`config.mk`:
```
export PLATFORM = sky130hd
export DESIGN_NAME = mem_load_tracker
export DESIGN_NICKNAME = d
export VERILOG_FILES = /design/src/rtl/mem_load_tracker.sv
export SDC_FILE = /design/constraint.sdc
export NUM_CORES = 1
export LEC_CHECK = 0
export BUFFER_PORTS_ARGS = -buffer_cell sky130_fd_sc_hd__buf_2
export CORE_UTILIZATION = 25
export CTS_CLUSTER_SIZE = 16
export DETAILED_ROUTE_END_ITERATION = 10
export SYNTH_ARGS = -nofsm -noshare
export SYNTH_HDL_FRONTEND = slang
export SYNTH_SLANG_ARGS = --single-unit
```
`constraint.sdc`:
```
create_clock -name clock -period 9.6 [get_ports clock]
set_input_delay 2.4 -clock clock [delete_from_list [all_inputs] [get_ports clock]]
set_output_delay 2.4 -clock clock [all_outputs]
set_load 0.005 [all_outputs]
```
`src/rtl/mem_load_tracker.sv`:
```
// Tracks loads outstanding at memory by response tag and matches returning data
// back to the owning LSQ entry; flushed loads still free their tag but deliver nothing.
module mem_load_tracker #(
    parameter int NUM_MEM_TAGS = 15,
    parameter int MEM_TAG_W    = 4,
    parameter int LSQ_TAG_W    = 5,
    parameter int DATA_W       = 64
) (
    input  logic                 clock,
    input  logic                 reset,
    input  logic                 issue_valid,
    input  logic [LSQ_TAG_W-1:0] issue_lsq_tag,
    input  logic [MEM_TAG_W-1:0] mem_response,
    input  logic [MEM_TAG_W-1:0] mem_tag,
    input  logic [DATA_W-1:0]    mem_data,
    input  logic                 flush,
    output logic                 issue_retry,
    output logic                 ld_valid,
    output logic [LSQ_TAG_W-1:0] ld_tag,
    output logic [DATA_W-1:0]    ld_value,
    output logic [MEM_TAG_W:0]   outstanding,
    output logic                 full,
    output logic                 err
);

    localparam int                 DEPTH    = 2 ** MEM_TAG_W;
    localparam logic [MEM_TAG_W:0] FULL_CNT = (MEM_TAG_W + 1)'(NUM_MEM_TAGS);
    localparam logic [MEM_TAG_W:0] ONE_CNT  = (MEM_TAG_W + 1)'(1);

    logic [DEPTH-1:0]     pending_r;
    logic [DEPTH-1:0]     live_r;
    logic [LSQ_TAG_W-1:0] lsq_tag_r [DEPTH];
    logic [MEM_TAG_W:0]   outstanding_r;
    logic                 ld_valid_r;
    logic [LSQ_TAG_W-1:0] ld_tag_r;
    logic [DATA_W-1:0]    ld_value_r;
    logic                 err_r;

    logic issue_ok_s;
    logic issue_bad_s;
    logic ret_seen_s;
    logic ret_hit_s;
    logic recycle_s;
    logic issue_clash_s;
    logic deliver_s;
    logic inc_s;
    logic dec_s;
    logic protocol_err_s;

    function automatic logic tag_in_range(input logic [MEM_TAG_W-1:0] tag);
        return (tag != '0) && ({1'b0, tag} <= FULL_CNT);
    endfunction

    // Classify this cycle's issue and return against the current table state.
    always_comb begin
        issue_ok_s     = issue_valid && tag_in_range(mem_response);
        issue_bad_s    = issue_valid && (mem_response != '0) && !tag_in_range(mem_response);
        ret_seen_s     = (mem_tag != '0);
        ret_hit_s      = ret_seen_s && pending_r[mem_tag];
        recycle_s      = issue_ok_s && ret_hit_s && (mem_tag == mem_response);
        // An issue onto a busy tag is only legal when that tag frees in the same cycle.
        issue_clash_s  = issue_ok_s && pending_r[mem_response] && !recycle_s;
        deliver_s      = ret_hit_s && live_r[mem_tag];
        inc_s          = issue_ok_s && !issue_clash_s;
        dec_s          = ret_hit_s;
        protocol_err_s = (ret_seen_s && !ret_hit_s) || issue_clash_s || issue_bad_s;
    end

    // Entry table: flush kills liveness, return frees, issue (last, so it wins) allocates.
    always_ff @(posedge clock) begin
        if (!reset) begin
            pending_r <= '0;
            live_r    <= '0;
            for (int i = 0; i < DEPTH; i++) begin
                lsq_tag_r[i] <= '0;
            end
        end else begin
            if (flush) begin
                live_r <= '0;
            end
            if (ret_hit_s) begin
                pending_r[mem_tag] <= 1'b0;
                live_r[mem_tag]    <= 1'b0;
            end
            if (issue_ok_s) begin
                pending_r[mem_response] <= 1'b1;
                live_r[mem_response]    <= !flush;
                lsq_tag_r[mem_response] <= issue_lsq_tag;
            end
        end
    end

    // Occupancy counter; saturates instead of wrapping.
    always_ff @(posedge clock) begin
        if (!reset) begin
            outstanding_r <= '0;
        end else begin
            case ({inc_s, dec_s})
                2'b10: begin
                    if (outstanding_r != FULL_CNT) begin
                        outstanding_r <= outstanding_r + ONE_CNT;
                    end
                end
                2'b01: begin
                    if (outstanding_r != '0) begin
                        outstanding_r <= outstanding_r - ONE_CNT;
                    end
                end
                default: outstanding_r <= outstanding_r;
            endcase
        end
    end

    // Load delivery register; tag and value hold when nothing is delivered.
    always_ff @(posedge clock) begin
        if (!reset) begin
            ld_valid_r <= 1'b0;
            ld_tag_r   <= '0;
            ld_value_r <= '0;
        end else begin
            ld_valid_r <= deliver_s;
            if (deliver_s) begin
                ld_tag_r   <= lsq_tag_r[mem_tag];
                ld_value_r <= mem_data;
            end
        end
    end

    // Sticky protocol error.
    always_ff @(posedge clock) begin
        if (!reset) begin
            err_r <= 1'b0;
        end else if (protocol_err_s) begin
            err_r <= 1'b1;
        end
    end

    assign issue_retry = issue_valid && (mem_response == '0);
    assign full        = (outstanding_r == FULL_CNT);
    assign outstanding = outstanding_r;
    assign ld_valid    = ld_valid_r;
    assign ld_tag      = ld_tag_r;
    assign ld_value    = ld_value_r;
    assign err         = err_r;

endmodule

```
==> out/results.tsv <==
metric	value	unit
CP required	7.20	ns
CP Cell Sequence	buf_2 > nor2_1 > nand2_1 > nor3_1 > buf_2	
Synth area leaders	edfxtp_1, dfxtp_1, mux4_2	
number of synthesized flops with an enable pin	80	
clock buffer depth	2	
Final Cycle Share	0.603	
CTS buffer count	17	
Total GRT Usage	0.124	
num rows	66	
1st-iter DRT viols	416	
CTS tree	done	
Worst Path Buf+Inv	2	
total negative slack	0	ns
top sig layer	met4	
CP max stage cell	nor2_1	
CP peak stage delay	0.31	ns
FMAX	173	MHz
Metal-1 WL	8390	um
Die W	183	um
clk slew on worst S/H paths	0.08	ns
Setup Skew	0.0152	ns
vias in the first global route	5539	
Post-synth ARST share	0	
peak supply drop	0.0875	mV
status	finished clean	
share of the synthesized area in the top cell type	0.292	
DR DRC count	0	
Setup violations, final	0	
Post-Synthesis Cell Area	8230	sq um
CTS Hold Bufs	0	
DR WL met2	10200	um
routability congestion estimate	0.839	
Layout area overhead	21.1	%
Crit Path Max Fanout	15	
Hold WC Path Type	reg2reg	
Slew Viols, Final	0	
die height	183	um
initial core utilization	0.254	
drt pass-1 iters	5	
post-cts gate resize count	0	
RSZ-0062 raised after global routing	false	
largest area contributor in the netlist	edfxtp_1	
largest net degree at the start of global routing	57	
post-route ant nets	0	
nets@finish	911	
Synthesis Warnings	0	
Ports	159	
final hold vios	0	
Distinct cells, synth	40	
Max-Cap Viols	0	
clk_lat worst skew	0.44	ns
flops & latches, synth	188	
Slew @ Worst Pin	0.929	ns
pre-CTS WS	3.75	ns
WP data arrival	3.39	ns
Routed wire per std cell	16.1	um
crit start category	input pin	
total power	1690	uW
drt total wl	20700	um
Post-synth top flop	dfxtp_1	
fin crit period	5.79	ns
P_leak	0.00375	uW
CP dominant cell by count	buf_2	
top-count cell post-synth	nor2_1	
Setup Fix Bufs, Post-CTS	0	
first-pass GRT wire length	31200	um
sequential share of the synthesized area	0.555	
post-DR vias/cell	4.44	
Port Buffers	158	
WS Path Type	in2out	
Setup crit end kind	output pin	
final setup margin	3.81	ns
CP top delay family	simple AND/OR/NAND/NOR gates	
initial antenna violation count	2	
top cells by count, synth	nor2_1, dfxtp_1, edfxtp_1, and2_1, mux2i_1	
share of layout cells above drive strength 1	0.296	
die area	33700	sq um
H-tree levels	4	
Power Density	169	nW/um^2
WL met3	1730	um
Sinks on Clock Net	188	
Slew HR	0.376	
post-synthesis cell count	689	
Root Buffer Master	clkbuf_16	
Via Count	5705	
GRT Residual Overflow	0	
Syn Area/Cell	11.9	sq um
Core ar.	32500	sq um
post-DP HPWL	14900	um
[flip-flops by register name, summed over array words and instances, names as in the netlist]
register     cells
ld_value        64
lsq_tag_r       80
outstanding      5
ld_valid         1
ld_tag           5
err              1
live_r          16
pending_r       16
[cells in the final DEF (no fill, tap or decap), types with 5 or more instances in the layout]
cell type,count
a21oi_1,21
a31o_2,13
and2_1,79
buf_2,158
clkbuf_16,17
conb_1,5
dfxtp_1,108
edfxtp_1,80
mux2i_1,72
mux4_2,38
nand2_1,34
nand2b_1,8
nand3_1,9
nor2_1,110
nor2b_1,6
nor3_1,5
o21ai_0,18
xnor2_1,5
[worst min-delay path: stages, from the launching register on]
cell and delay (ns):
dfxtp_1 0.32, inv_1 0.04, nor2_1 0.03
[power breakdown]
group	internal [uW]	switching, uW	leakage [uW]	total [uW]
registers	857	10.3	0.00164	867
clock network	351	351	0.000280	702
logic	50.4	67.4	0.00183	118
[area by class of cell]
cell class	instances	area (sq um)
multi-input cells	457	3430
repair buffers	161	813
diodes	2	5.00
well taps	442	553
fillers	3272	22500
flip-flops and latches	188	4560
clock inverters	15	165
inverters	3	11.3
clock buffers	17	425
[metrics by stage]
step	area (sq um)	utilization	cells	hold WS, ns
final	9960	0.307	1285	0.429
after floorplan	8250	-	693	0.405
after global routing	9960	0.307	1283	0.461
after global placement	9370	0.289	1251	0.415
after CTS	9960	0.307	1283	0.433
after detailed placement	9370	0.289	1251	0.421
[kinds of logic after synthesis]
kind of cell,synth area share
compound gates,0.0526
xor+xnor,0.00745
fa+ha+maj,0.00304
buf+inv,0.0318
flops,0.555
mux,0.192
other cells,0.000456
simple gates,0.159
[path summary, 6_finish.rpt]
check / to / startpoint / cells past startpoint / slack [ns]
hold / removal: live_r[0] / live_r[0] / 2 / 0.43
hold reg to reg: live_r[0] / live_r[0] / 2 / 0.43
setup reg to reg: outstanding[4] / pending_r[7] / 11 / 6.51
setup / recovery: issue_retry / mem_response[2] / 5 / 3.81
[metal layers]
| layer | track usage | up-vias |
|---|---|---|
| li1 | - | 2727 |
| met1 | 0.143 | 2706 |
| met2 | 0.213 | 243 |
| met3 | 0.0376 | 29 |
| met4 | 0.0477 | 0 |
| met5 | 0 | - |
Power figures use the tool's default switching activity.
